[config.mk]
export PLATFORM = sky130hd
export DESIGN_NAME = c7seg_mux_flat
export DESIGN_NICKNAME = d
export VERILOG_FILES = /design/src/rtl/c7seg_pkg.sv /design/src/rtl/c7seg_if.sv /design/src/rtl/c7seg_decode.sv /design/src/rtl/c7seg_mux.sv /design/src/flat_wrapper.sv
export SDC_FILE = /design/constraint.sdc
export NUM_CORES = 1
export LEC_CHECK = 0
export ABC_AREA = 1
export CAP_MARGIN = 20
export CORE_ASPECT_RATIO = 2
export CORE_UTILIZATION = 55
export CTS_CLUSTER_SIZE = 8
export DETAILED_ROUTE_END_ITERATION = 10
export HOLD_SLACK_MARGIN = 0.15
export PLACE_DENSITY = 0.86
export SLEW_MARGIN = 0
export SYNTH_ARGS = -nofsm -noshare
export SYNTH_HDL_FRONTEND = slang
export SYNTH_SLANG_ARGS = --single-unit
[constraint.sdc]
create_clock -name clk_i -period 2 [get_ports clk_i]
set_input_delay 0.4 -clock clk_i [delete_from_list [all_inputs] [get_ports clk_i]]
set_output_delay 0.4 -clock clk_i [all_outputs]
set_load 0.01 [all_outputs]
[src/rtl/c7seg_pkg.sv]
// Shared types, glyph table and polarity helpers for the multiplexed 7-segment driver.
package c7seg_pkg;

    typedef enum logic [1:0] {
        ST_INIT   = 2'd0,
        ST_IDLE   = 2'd1,
        ST_DECODE = 2'd2
    } state_e;

    // Segment patterns in gfedcba order, 1 = lit, indexed by nibble value.
    localparam logic [6:0] GLYPH_TAB [16] = '{
        7'h3F, 7'h06, 7'h5B, 7'h4F, 7'h66, 7'h6D, 7'h7D, 7'h07,
        7'h7F, 7'h6F, 7'h77, 7'h7C, 7'h39, 7'h5E, 7'h79, 7'h71
    };

    function automatic logic [7:0] seg_off(input logic active_low);
        return active_low ? 8'hFF : 8'h00;
    endfunction

    function automatic logic [7:0] an_off(input logic active_low);
        return active_low ? 8'hFF : 8'h00;
    endfunction

endpackage

[src/rtl/c7seg_if.sv]
// Load handshake between a data producer and the multiplexed 7-segment driver.
interface c7seg_if #(
    parameter int NUM_DIGITS = 4
);
    logic                      load_s;
    logic [4*NUM_DIGITS-1:0]   data_s;
    logic [NUM_DIGITS-1:0]     dp_s;
    logic [NUM_DIGITS-1:0]     blank_s;
    logic                      wait_s;

    modport master (
        output load_s,
        output data_s,
        output dp_s,
        output blank_s,
        input  wait_s
    );

    modport slave (
        input  load_s,
        input  data_s,
        input  dp_s,
        input  blank_s,
        output wait_s
    );
endinterface

[src/rtl/c7seg_decode.sv]
// Nibble to gfedcba glyph lookup; values above 9 go dark unless hex glyphs are enabled.
module c7seg_decode
    import c7seg_pkg::*;
(
    input  logic [3:0] nibble_i,
    input  logic       hex_mode_i,
    output logic [6:0] glyph_o
);

    // Table lookup with decimal-only blanking of A..F.
    always_comb begin
        if (!hex_mode_i && (nibble_i > 4'd9)) begin
            glyph_o = 7'h00;
        end else begin
            glyph_o = GLYPH_TAB[nibble_i];
        end
    end

endmodule

[src/rtl/c7seg_mux.sv]
// Multi-digit 7-segment driver: captures a packed word via LOAD/WAIT and time-multiplexes
// the digits onto one segment bus with one-hot anode enables.
module c7seg_mux
    import c7seg_pkg::*;
#(
    parameter int NUM_DIGITS     = 4,
    parameter int REFRESH_DIV    = 50000,
    parameter int HEX_MODE       = 1,
    parameter int LZ_SUPPRESS    = 0,
    parameter int ACTIVE_LOW_SEG = 1,
    parameter int ACTIVE_LOW_AN  = 1
) (
    input  logic                  clk_i,
    input  logic                  rst_ni,
    input  logic                  en_i,
    c7seg_if.slave                bus,
    output logic [7:0]            seg_o,
    output logic [NUM_DIGITS-1:0] an_o
);

    localparam int CW = $clog2(REFRESH_DIV);
    localparam int IW = (NUM_DIGITS > 1) ? $clog2(NUM_DIGITS) : 1;
    localparam logic [CW-1:0] CNT_MAX = CW'(REFRESH_DIV - 1);
    localparam logic [IW-1:0] IDX_MAX = IW'(NUM_DIGITS - 1);
    localparam logic [7:0] SEG_OFF_V = seg_off(ACTIVE_LOW_SEG != 0);
    localparam logic [7:0] AN_OFF_ALL = an_off(ACTIVE_LOW_AN != 0);
    localparam logic [NUM_DIGITS-1:0] AN_OFF_V = AN_OFF_ALL[NUM_DIGITS-1:0];

    state_e                  state_q, state_d;
    logic                    wait_q, wait_d;
    logic [CW-1:0]           cnt_q, cnt_d;
    logic [IW-1:0]           idx_q, idx_d;
    logic [4*NUM_DIGITS-1:0] sh_data_q, sh_data_d;
    logic [NUM_DIGITS-1:0]   sh_dp_q, sh_dp_d;
    logic [NUM_DIGITS-1:0]   sh_blank_q, sh_blank_d;
    logic [4*NUM_DIGITS-1:0] act_data_q, act_data_d;
    logic [NUM_DIGITS-1:0]   act_dp_q, act_dp_d;
    logic [NUM_DIGITS-1:0]   act_blank_q, act_blank_d;
    logic [7:0]              seg_q, seg_d;
    logic [NUM_DIGITS-1:0]   an_q, an_d;

    logic                    running_s;
    logic [NUM_DIGITS-1:0]   lz_mask_s;
    logic                    lz_run_s;
    logic [3:0]              cur_nib_s;
    logic [6:0]              glyph_s;
    logic [NUM_DIGITS-1:0]   an_on_s;

    assign running_s = en_i && (state_q != ST_INIT);
    assign cur_nib_s = act_data_q[{idx_q, 2'b00} +: 4];

    c7seg_decode u_decode (
        .nibble_i   (cur_nib_s),
        .hex_mode_i (HEX_MODE != 0),
        .glyph_o    (glyph_s)
    );

    // Leading-zero mask from the captured word; a lit decimal point ends the zero run.
    always_comb begin
        lz_mask_s = '0;
        lz_run_s  = (LZ_SUPPRESS != 0);
        for (int i = NUM_DIGITS - 1; i >= 1; i--) begin
            if (lz_run_s && (sh_data_q[4*i +: 4] == 4'd0) && !sh_dp_q[i]) begin
                lz_mask_s[i] = 1'b1;
            end else begin
                lz_run_s = 1'b0;
            end
        end
    end

    // Refresh counter and digit index advance only while scanning is enabled.
    always_comb begin
        cnt_d = cnt_q;
        idx_d = idx_q;
        if (running_s) begin
            if (cnt_q == CNT_MAX) begin
                cnt_d = '0;
                if (idx_q == IDX_MAX) begin
                    idx_d = '0;
                end else begin
                    idx_d = idx_q + IW'(1);
                end
            end else begin
                cnt_d = cnt_q + CW'(1);
            end
        end else begin
            cnt_d = cnt_q;
        end
    end

    // Load handshake FSM: capture into shadow registers, commit on the following edge.
    always_comb begin
        state_d     = state_q;
        sh_data_d   = sh_data_q;
        sh_dp_d     = sh_dp_q;
        sh_blank_d  = sh_blank_q;
        act_data_d  = act_data_q;
        act_dp_d    = act_dp_q;
        act_blank_d = act_blank_q;
        case (state_q)
            ST_INIT: begin
                if (en_i) begin
                    state_d = ST_IDLE;
                end else begin
                    state_d = ST_INIT;
                end
            end
            ST_IDLE: begin
                if (en_i && bus.load_s) begin
                    sh_data_d  = bus.data_s;
                    sh_dp_d    = bus.dp_s;
                    sh_blank_d = bus.blank_s;
                    state_d    = ST_DECODE;
                end else begin
                    state_d = ST_IDLE;
                end
            end
            ST_DECODE: begin
                if (en_i) begin
                    act_data_d  = sh_data_q;
                    act_dp_d    = sh_dp_q;
                    act_blank_d = sh_blank_q | lz_mask_s;
                    state_d     = ST_IDLE;
                end else begin
                    state_d = ST_DECODE;
                end
            end
            default: begin
                state_d = ST_INIT;
            end
        endcase
        wait_d = (state_d != ST_IDLE);
    end

    // Output stage: XOR with the off pattern applies the configured polarity.
    always_comb begin
        an_on_s        = '0;
        an_on_s[idx_q] = 1'b1;
        if (running_s) begin
            seg_d = SEG_OFF_V ^ {act_dp_q[idx_q], (act_blank_q[idx_q] ? 7'h00 : glyph_s)};
            an_d  = AN_OFF_V ^ an_on_s;
        end else begin
            seg_d = SEG_OFF_V;
            an_d  = AN_OFF_V;
        end
    end

    // State, datapath and output registers with synchronous active-low reset.
    always_ff @(posedge clk_i) begin
        if (!rst_ni) begin
            state_q     <= ST_INIT;
            wait_q      <= 1'b1;
            cnt_q       <= '0;
            idx_q       <= '0;
            sh_data_q   <= '0;
            sh_dp_q     <= '0;
            sh_blank_q  <= '0;
            act_data_q  <= '0;
            act_dp_q    <= '0;
            act_blank_q <= '1;
            seg_q       <= SEG_OFF_V;
            an_q        <= AN_OFF_V;
        end else begin
            state_q     <= state_d;
            wait_q      <= wait_d;
            cnt_q       <= cnt_d;
            idx_q       <= idx_d;
            sh_data_q   <= sh_data_d;
            sh_dp_q     <= sh_dp_d;
            sh_blank_q  <= sh_blank_d;
            act_data_q  <= act_data_d;
            act_dp_q    <= act_dp_d;
            act_blank_q <= act_blank_d;
            seg_q       <= seg_d;
            an_q        <= an_d;
        end
    end

    assign bus.wait_s = wait_q;
    assign seg_o      = seg_q;
    assign an_o       = an_q;

endmodule
[src/flat_wrapper.sv]
// flat-port wrapper written by rule: the top's interface ports become plain ports
module c7seg_mux_flat import c7seg_pkg::*;
#(
    parameter int NUM_DIGITS     = 4,
    parameter int REFRESH_DIV    = 50000,
    parameter int HEX_MODE       = 1,
    parameter int LZ_SUPPRESS    = 0,
    parameter int ACTIVE_LOW_SEG = 1,
    parameter int ACTIVE_LOW_AN  = 1
)
  (clk_i, rst_ni, en_i, seg_o, an_o, bus_load_s, bus_data_s, bus_dp_s, bus_blank_s, bus_wait_s);
  c7seg_if #(.NUM_DIGITS(NUM_DIGITS)) bus_i ();
  input  logic clk_i;
  input  logic rst_ni;
  input  logic en_i;
  output logic [7:0] seg_o;
  output logic [NUM_DIGITS-1:0] an_o;
  input wire logic [$bits(bus_i.load_s)-1:0] bus_load_s;
  input wire logic [$bits(bus_i.data_s)-1:0] bus_data_s;
  input wire logic [$bits(bus_i.dp_s)-1:0] bus_dp_s;
  input wire logic [$bits(bus_i.blank_s)-1:0] bus_blank_s;
  output wire logic [$bits(bus_i.wait_s)-1:0] bus_wait_s;
  assign bus_i.load_s = bus_load_s;
  assign bus_i.data_s = bus_data_s;
  assign bus_i.dp_s = bus_dp_s;
  assign bus_i.blank_s = bus_blank_s;
  assign bus_wait_s = bus_i.wait_s;
  c7seg_mux #(.NUM_DIGITS(NUM_DIGITS), .REFRESH_DIV(REFRESH_DIV), .HEX_MODE(HEX_MODE), .LZ_SUPPRESS(LZ_SUPPRESS), .ACTIVE_LOW_SEG(ACTIVE_LOW_SEG), .ACTIVE_LOW_AN(ACTIVE_LOW_AN)) u_core (.clk_i(clk_i), .rst_ni(rst_ni), .en_i(en_i), .bus(bus_i), .seg_o(seg_o), .an_o(an_o));
endmodule
### Word-level counts from Yosys, hierarchy flattened

Memory sizes are Yosys's and may differ from the RTL's.
Cells that the tools add are included.

| word-level totals | value |
|---|---|
| register bits after elaboration | 81 |
| bits in latches | 0 |
| RAM bits | 0 |
| bits in read-only memories | 112 |
| bits of input ports | 28 |
| output and inout port bits | 13 |
| word-level logic and storage cells | 51 |
| memories kept | 1 |

Memories:

| name | depth | bits a word | rd ports | clocked after memory_dff | wr ports | RTL line | source |
|---|---|---|---|---|---|---|---|
| (no name shown) | 16 | 7 | 1 | 0 | 0 | c7seg_decode.sv:15 | `glyph_o = GLYPH_TAB[nibble_i];` |

| operators by class | value |
|---|---|
| add/subtract/negate cells | 2 |
| multiply operators | 0 |
| div/mod/pow operators | 0 |
| $lt $le $gt $ge | 3 |
| eq/ne operators | 5 |
| shift-type cells | 1 |
| mux-type cells | 15 |
| bitwise logic cells | 3 |
| reduce and logical (&&, ||, !) cells | 9 |

Operators with widths:

| operator | count |
|---|---|
| $mux W7 | 3 |
| $add A16 B1 Y16 const B | 1 |
| $eq A16 B16 Y1 const B | 1 |
| $mux W16 | 1 |
| $shiftx A16 B5 Y4 | 1 |
| $not A8 Y8 | 1 |
| $reduce_and A2 Y1 | 4 |
| $mux W2 | 3 |
| $pmux W2 S3 | 1 |
| $ge A5 B5 Y1 const B | 1 |
| $not A4 Y5 | 1 |
| $bmux W1 S2 | 2 |
| $eq A2 B2 Y1 const B | 2 |
| $mux W1 | 4 |
| $not A4 Y4 | 1 |
| $logic_and A1 B1 Y1 | 3 |
| $lt A2 B3 Y1 const B | 1 |
| $add A2 B1 Y2 const B | 1 |
| $demux W1 S2 | 1 |
| $eq A2 B1 Y1 const B | 1 |
| $ge A2 B1 Y1 const B | 1 |
| $logic_not A2 Y1 | 1 |
| $ne A2 B1 Y1 const B | 1 |
| $reduce_bool A2 Y1 | 1 |

### Longest topological paths before layout

Gate-level depths: netlist of the first run.

| depth | value |
|---|---|
| depth after elaboration | 7 |
| depth in mapped cells | 11 |
| depth with buffers taken out | 10 |

### Modules after synthesis

A second synthesis of the first run with hierarchy kept.

| unflattened totals | value |
|---|---|
| cells, all modules | 508 |
| area, all modules | 3,658.5 um^2 |

Modules (own cells, without submodules):

| module | instances | cells each | area each (um^2) | seq. area each (um^2) |
|---|---|---|---|---|
| c7seg_mux | 1 | 448 | 3,318.2 | 1,621.6 |
| c7seg_decode | 1 | 60 | 340.3 | 0.0 |

### Least setup slack after synthesis of the first run

OpenSTA, ideal clock, no wires.

| path | value |
|---|---|
| path kind | reg-to-reg |
| from | register u_core.idx_q[0] |
| to | register u_core.seg_q[1] (netlist: u_core.seg_o[1]) |
| setup time | 0.113 ns |
| data arrival time | 1.530 ns |
| required time | 1.887 ns |
| path slack | 0.356 ns |
| stages on the path, launching flop included | 11 |
| path buffers | 2 |
| period minus slack after synthesis | 1.644 ns |
| cells stage by stage | dfxtp_1 -> buf_2 -> buf_2 -> nand2_1 -> o211ai_1 -> nand2_1 -> ha_1 -> nand3_1 -> nor2_1 -> nor2_1 -> nand2_1 |

| on the way | value |
|---|---|
| longest elaborated chain between the ends | 7 |
| elaborated cells between the ends (all ways) | 9 |
| classes of those cells | shift (1); mux (5); bitwise (2); memory (1) |

RTL lines:

| what | RTL line | source |
|---|---|---|
| start, declared | c7seg_mux.sv:32 | `logic [IW-1:0] idx_q, idx_d;` |
| start signal, assigned | c7seg_mux.sv:167 | `idx_q <= idx_d;` |
| $shiftx A16 B5 Y4 | c7seg_mux.sv:50 | `assign cur_nib_s = act_data_q[{idx_q, 2'b00} +: 4];` |
| $not A4 Y5 (implied by the code) | c7seg_decode.sv:15 |  |
| $mem_v2 Z16 W7 | -- |  |
| $mux W7 (implied by the code) (2 in series) | c7seg_decode.sv:15 |  |
| $mux W7 * | c7seg_mux.sv:140 | `seg_d = SEG_OFF_V ^ {act_dp_q[idx_q], (act_blank_q[idx_q] ? 7'h00 : glyph_s)};` |
| $not A8 Y8 (no line) * | -- |  |
| end signal, assigned | c7seg_mux.sv:174 | `seg_q <= seg_d;` |
| end, declared | c7seg_mux.sv:39 | `logic [7:0] seg_q, seg_d;` |

Every way passes the cells marked *; elsewhere a longest branch is shown, timed or not. The select of a mux whose other input is x is not followed.
A chain may end at the register's enable or synchronous reset.

### Worst setup path in the final report of the first run

| path | value |
|---|---|
| from | register u_core.idx_q[0] |
| to | register u_core.seg_q[0] (netlist: u_core.seg_o[0]) |

The elaborated chain is that of the path after synthesis.

==> results.ini, run 1 <==
[run_status]
outcome=complete, no violations

[grt]
grtUsageTotal_pct=27.2
first_global_vias=3299
global_route_wire_length_before_repair_mm=14.0
grt_remaining_overflow=0
antenna_found_initial=0
grt_max_degree=48

[cts]
cts-buffers-inserted=9
clkSinkCount=81
cts_tree=done
ctsHtreeMaxLevel=3
clock-root-buffer=clkbuf_16
insertion_delay_ns=0.34
cts_hold_buffers=0
setup_repair_bufs_after_cts=0
cts.reportedPaths.clkPinSlew_ns=0.05
clock_tree.buffer_depth=2

[placement]
gp_congestion=1.00
io_buffers=40
detailedPlace.worstSlack_ns=0.0763
hpwlAfterDp_mm=5.98
placed_area_um2=4120

[routing]
firstDrtPassIters=5
initial_drc_count=160
highest_metal_layer_with_signal_wires=met4
post_drt_wl_per_cell_um=12.8
wl_met2_mm=4.61
drt.antenna.violating_nets=0
wirelength_met1_mm=3.02
met3RoutedLength_um=243
drt-total-wl_mm=8.23
via_per_inst=5.24
num_vias=3376
remaining_drc_errors=0

[job]
timing.max_cap.violations=0

[timing]
final_worst_path_cycle_share_pct=91.0
post-route-min-period_ns=1.82
worst_slew_margin_rel_pct=72.6
max_slew.worst_pin.slew_ns=0.411
maxClockFrequency_mhz=550
final.hold.worst_slack_ns=0.453
final-setup-viol-count=0
post-route-worst-setup-slack_ns=0.181
worst_clock_skew_ns=0.00593
final.setup.tns_ns=0
final-hold-violation-count=0
timing.final.max_slew_violations=0
rsz0062_at_grt=false

[synth]
synthesis.area_um2=3570
synthesized_instance_count=506
number_of_unique_standard_cell_types_used_by_synthesis=25
sequential_cell_area_fraction_in_the_yosys_report_pct=45.4
ys_seq_elements=81
yosys-top-cells-area=dfxtp_1, nand2_1, nor2_1
synth_warnings=0
syn-mean-instance-area_um2=7.05
synth.largest_area_cell=dfxtp_1
synth_nets=545
synthDominantCellAreaShare_pct=45.4

[setup_path]
critical_path.most_common_cell=nand2_1
critical_path.top_delay_family=simple AND/OR/NAND/NOR gates
critPathLaunchType=register
timing.setup.critical_path_class=register to register
path_cells=nand2_1 > o21ai_0 > nand2_1 > nand2_1 > inv_1 > ha_1 > nand3_1 > nor2_1 > nor2_1 > nand3_1
crit_path_end_kind=register
cp_max_fo=12
timing.critical_path.slowest_stage_cell=dfxtp_2
worstPathRequired_ns=2.21
critical_path_arrival_ns=2.03
critical_path.n_buffers_inverters=1
critical_path.max_stage_delay_ns=0.47

[finish]
area.sequential_um2=1620
ant_cells=0
layout.nets=593
filler_cell_count=537
finish.instance_area_um2=4420
area_of_combinational_cells_with_multiple_inputs_um2=1710
area.growth.synth_to_final_pct=23.8
drive_above_1_share_pct=6.99

[floorplanning]
start_util_pct=56.6
die_area_um2=6840
rows=41
die-height_um=116
io_pins=41
die_w_um=59.0
core_area_um2=6310

[pwr]
worst_ir_drop_vdd_v=0.000705
leakage_nw=1.81
power.density_cell_area_nw_per_um2=784

[hold_path]
worst_hold_path_type=register to register

==> cells in the final DEF (no fill, tap or decap), types with 9 or more instances in the layout <==
cell / count
clkdlybuf4s50_1: 40
a21oi_1: 29
nand3_1: 46
nor2_1: 97
clkbuf_16: 9
ha_1: 11
dfxtp_1: 80
o21ai_0: 42
nand2_1: 117
buf_4: 14
inv_1: 38
==> cells in the mapped netlist, drive strengths merged <==
| master | number |
|---|---|
| a211oi | 1 |
| a21oi | 29 |
| a31o | 1 |
| buf | 10 |
| clkbuf | 8 |
| clkinv | 2 |
| dfxtp | 81 |
| ha | 11 |
| inv | 40 |
| nand2 | 118 |
| nand3 | 47 |
| nand3b | 2 |
| nand4 | 4 |
| nor2 | 100 |
| nor3 | 1 |
| nor3b | 1 |
| o211ai | 3 |
| o21ai | 43 |
| xor2 | 4 |
==> registers in the layout (all words and copies together) (netlist names) <==
signal / flops
u_core.state_q: 2
u_core.cnt_q: 16
u_core.an_o: 4
u_core.bus.wait_s: 1
u_core.sh_dp_q: 4
u_core.act_blank_q: 4
u_core.act_data_q: 16
u_core.idx_q: 2
u_core.sh_blank_q: 4
u_core.act_dp_q: 4
u_core.sh_data_q: 16
u_core.seg_o: 8
==> repair_timing <==
item	in CTS	in global routing
gates resized for setup	0	1
endpoints found under the hold margin	0	0
endpoints found under the setup margin	0	7
==> area by class of cell <==
class / instances / area share (%)
Clock buffer: 13 / 5.89
Clock inverter: 2 / 0.849
Inverter: 42 / 3.57
Multi-Input combinational cell: 365 / 38.6
Sequential cell: 81 / 36.7
Tap cell: 86 / 2.43
Timing Repair Buffer: 55 / 11.9
==> per-stage QoR <==
| stage | std cells | utilization, % | power, mW |
|---|---|---|---|
| final | 644 | 70.0 | 3.47 |
| after global routing | 644 | 70.0 | 3.56 |
| after CTS | 644 | 70.0 | 3.48 |
| after detailed placement | 629 | 65.3 | 1.87 |
| after global placement | 629 | 65.3 | 1.87 |
| after floorplan | 506 | - | 1.78 |
==> worst reg2reg max path, cell delays in order, from the launching register on <==
cell     delay [ns]
dfxtp_2        0.47
nand2_1        0.07
o21ai_0        0.09
nand2_1        0.08
nand2_1        0.20
inv_1          0.14
ha_1           0.26
nand3_1        0.09
nor2_1         0.05
nor2_1         0.13
nand3_1        0.09
==> path summary, 6_finish.rpt <==
kind                                     start                                end  slack, ns  cells after the start
min          u_core.act_data_q[9]$_SDFFE_PN0P_  u_core.act_data_q[9]$_SDFFE_PN0P_       0.45                      2
max reg2reg       u_core.idx_q[0]$_SDFFE_PN0P_         u_core.seg_o[0]$_SDFF_PN1_       0.18                     10
min reg2reg  u_core.act_data_q[9]$_SDFFE_PN0P_  u_core.act_data_q[9]$_SDFFE_PN0P_       0.45                      2
max               u_core.idx_q[0]$_SDFFE_PN0P_         u_core.seg_o[0]$_SDFF_PN1_       0.18                     10
==> per-layer routing <==
layer | track usage [%] | vias to the layer above
met1 | 25.3 | 1543
met2 | 50.5 | 94
met5 | 0 | -
met4 | 18.7 | 0
met3 | 5.92 | 28
li1 | - | 1711
==> report_power, final <==
part | internal (mW) | switching, mW
clock | 1.03 | 0.597
combinational | 0.0879 | 0.0925
sequential | 1.65 | 0.0164
total | 2.76 | 0.706
==> cells by family (layout without fill, tap and decap cells) <==
| logic type | Yosys count | in the layout | synth area share (%) |
|---|---|---|---|
| compound gates | 77 | 77 | 11.3 |
| simple gates | 273 | 273 | 31.7 |
| xor+xnor | 4 | 4 | 0.981 |
| fa+ha+maj | 11 | 11 | 3.86 |
| flops | 81 | 81 | 45.4 |
| buf+inv | 60 | 112 | 6.73 |
(Power assumes the default switching activity.)
==> run 2: changes to the inputs <==
--- a/config.mk
+++ b/config.mk
@@ -5,14 +5,15 @@
 export SDC_FILE = /design/constraint.sdc
 export NUM_CORES = 1
 export LEC_CHECK = 0
-export ABC_AREA = 1
 export CAP_MARGIN = 20
 export CORE_ASPECT_RATIO = 2
 export CORE_UTILIZATION = 55
 export CTS_CLUSTER_SIZE = 8
 export DETAILED_ROUTE_END_ITERATION = 10
+export GPL_ROUTABILITY_DRIVEN = 0
 export HOLD_SLACK_MARGIN = 0.15
-export PLACE_DENSITY = 0.86
+export PLACE_DENSITY = 0.87
+export SKIP_CTS_REPAIR_TIMING = 1
 export SLEW_MARGIN = 0
 export SYNTH_ARGS = -nofsm -noshare
 export SYNTH_HDL_FRONTEND = slang
==> results.ini, run 2 <==
[floorplanning]
core_area_um2=6260
start_util_pct=56.5
die-height_um=115
rows=41
die_area_um2=6770
die_w_um=58.7
io_pins=41

[setup_path]
critical_path.most_common_cell=a21oi_1
timing.critical_path.slowest_stage_cell=mux4_2
critical_path_arrival_ns=2.11
worstPathRequired_ns=2.26
path_cells=mux4_2 > inv_1 > ha_4 > mux2i_1 > a21oi_1 > a21oi_1 > o21ai_0
crit_path_end_kind=register
timing.reg2reg.setup_slack_ns=0.15
cp_max_fo=8
critical_path.max_stage_delay_ns=0.54
timing.setup.critical_path_class=register to register
critPathLaunchType=register

[cts]
ctsHtreeMaxLevel=3
cts.reportedPaths.clkPinSlew_ns=0.06
cts-buffers-inserted=9
clock-root-buffer=clkbuf_16
clock_tree.buffer_depth=2
insertion_delay_ns=0.34
clkSinkCount=81
cts_tree=done

[routing]
drt.antenna.violating_nets=0
drt-total-wl_mm=7.13
via_per_inst=5.28
remaining_drc_errors=0
initial_drc_count=133
firstDrtPassIters=5
post_drt_wl_per_cell_um=13.4
num_vias=2804

[finish]
finish.instance_area_um2=4380
filler_cell_count=497
area.sequential_um2=1620
drive_above_1_share_pct=10.8
layout_common_cells=nand2_1, dfxtp_1, a21boi_0, clkdlybuf4s50_1, nor2_1
largest_regs=u_core.act_data_q x16, u_core.cnt_q x16, u_core.sh_data_q x16
layout.core_utilization_pct=70.0
ant_cells=0
area_of_combinational_cells_with_multiple_inputs_um2=1800
area.growth.synth_to_final_pct=24.0
layout.nets=479
final_common_cell=nand2_1

[placement]
io_buffers=40
hpwlAfterDp_mm=5.10
placed_area_um2=4080
detailedPlace.worstSlack_ns=-0.0636

[grt]
grt_remaining_overflow=0
first_global_vias=2797
grt-busiest-layer=met2
grt_max_degree=54
global_route.usage.met3_pct=4.95
antenna_found_initial=0
grt_use_met1_pct=23.2
global_route_wire_length_before_repair_mm=12.0
grtUsageTotal_pct=23.4
global_route.usage.met2_pct=43.3

[timing]
worst_clock_skew_ns=0.00485
max_slew.worst_pin.slew_ns=0.416
final-setup-viol-count=0
post-route-worst-setup-slack_ns=0.150
final_worst_path_cycle_share_pct=92.5
post-route-min-period_ns=1.85
rsz0062_at_grt=false
timing.final.max_slew_violations=0
worst_slew_margin_rel_pct=72.3
maxClockFrequency_mhz=541
final-hold-violation-count=0

[synth]
postSynth.topFlopCell=dfxtp_1
yosysMostFrequentCell=nand2_1
synth_async_sr_flop_share_pct=0
synth_adder_area_share_pct=3.90
yosys-top-cells-area=dfxtp_1, nand2_1, a21boi_0
synthesized_instance_count=397
synth_xor_xnor_area_share_pct=3.72
synthesis.area_um2=3530
yosys-top-cells-count=nand2_1, dfxtp_1, a21boi_0
sequential_cell_area_fraction_in_the_yosys_report_pct=45.9
synth_enable_flop_cells=0
synth-compound-area-share_pct=13.5
synthDominantCellAreaShare_pct=45.9
number_of_unique_standard_cell_types_used_by_synthesis=45
syn-mean-instance-area_um2=8.90
ys_seq_elements=81
synth.largest_area_cell=dfxtp_1
muxShareOfSynthArea_pct=6.52
synth_warnings=0
synth_nets=436
post_synth_and_or_nand_nor_area_fraction_pct=22.8
synth_top_family_by_area=simple AND/OR/NAND/NOR gates

[pwr]
leakage_nw=1.55
power.total_mw=3.33
power.density_cell_area_nw_per_um2=759
worst_ir_drop_vdd_v=0.000472

[job]
timing.max_cap.violations=0

[run_status]
outcome=complete, no violations

[hold_path]
worst_hold_path_type=register to register

==> run 2: metal layers <==
layer,up-vias,routed length [µm]
met5,-,0
li1,1416,-
met1,1303,2680
met4,0,181
met3,16,220
met2,69,4050
==> run 2: cell type report <==
| cell class | count | area share, % |
|---|---|---|
| Multi-Input combinational cell | 288 | 41.0 |
| Sequential cell | 81 | 37.0 |
| Timing Repair Buffer | 54 | 12.7 |
| Clock buffer | 14 | 6.03 |
| Tap cell | 86 | 2.46 |
| Inverter | 6 | 0.514 |
| Clock inverter | 2 | 0.286 |
==> run 2: power breakdown <==
group / switching [mW] / internal [mW]
clock: 0.613 / 0.907
combinational: 0.0635 / 0.0920
sequential: 0.0154 / 1.63
==> run 2: metrics by stage <==
stage	TNS, ns	hold WS (ns)	cells
2_1_floorplan	0	0.435	397
3_3_place_gp	-0.0306	0.446	514
3_5_place_dp	-0.312	0.447	514
4_1_cts	0	0.455	530
5_1_grt	0	0.474	531
6_report	0	0.451	531
==> run 2: logic make-up (layout without fill, tap and decap cells) <==
family	Yosys count	in the layout
AO/OA/AOI/OAI	66	66
XOR/XNOR	15	15
adder cells (fa/ha/maj)	11	11
buffers and inverters	28	76
flip-flops	81	81
multiplexers	16	16
AND/OR/NAND/NOR	180	180
==> run 2: worst max-delay path: cells and delay by family, from the launching register on <==
kind,cells,cell delay [ns]
DFF,1,0.37
AOI/OAI and AO/OA,3,0.42
adders and majority gates,1,0.20
muxes,2,0.62
buffers and inverters,1,0.16
==> run 2: path summary, 6_finish.rpt <==
check,startpoint,cells past startpoint,end
setup / recovery,u_core.idx_q[0]$_SDFFE_PN0P_,7,u_core.seg_o[0]$_SDFF_PN1_
hold / removal,u_core.sh_data_q[12]$_SDFFE_PN0P_,2,u_core.sh_data_q[12]$_SDFFE_PN0P_
setup reg to reg,u_core.idx_q[0]$_SDFFE_PN0P_,7,u_core.seg_o[0]$_SDFF_PN1_
hold reg to reg,u_core.sh_data_q[12]$_SDFFE_PN0P_,2,u_core.sh_data_q[12]$_SDFFE_PN0P_
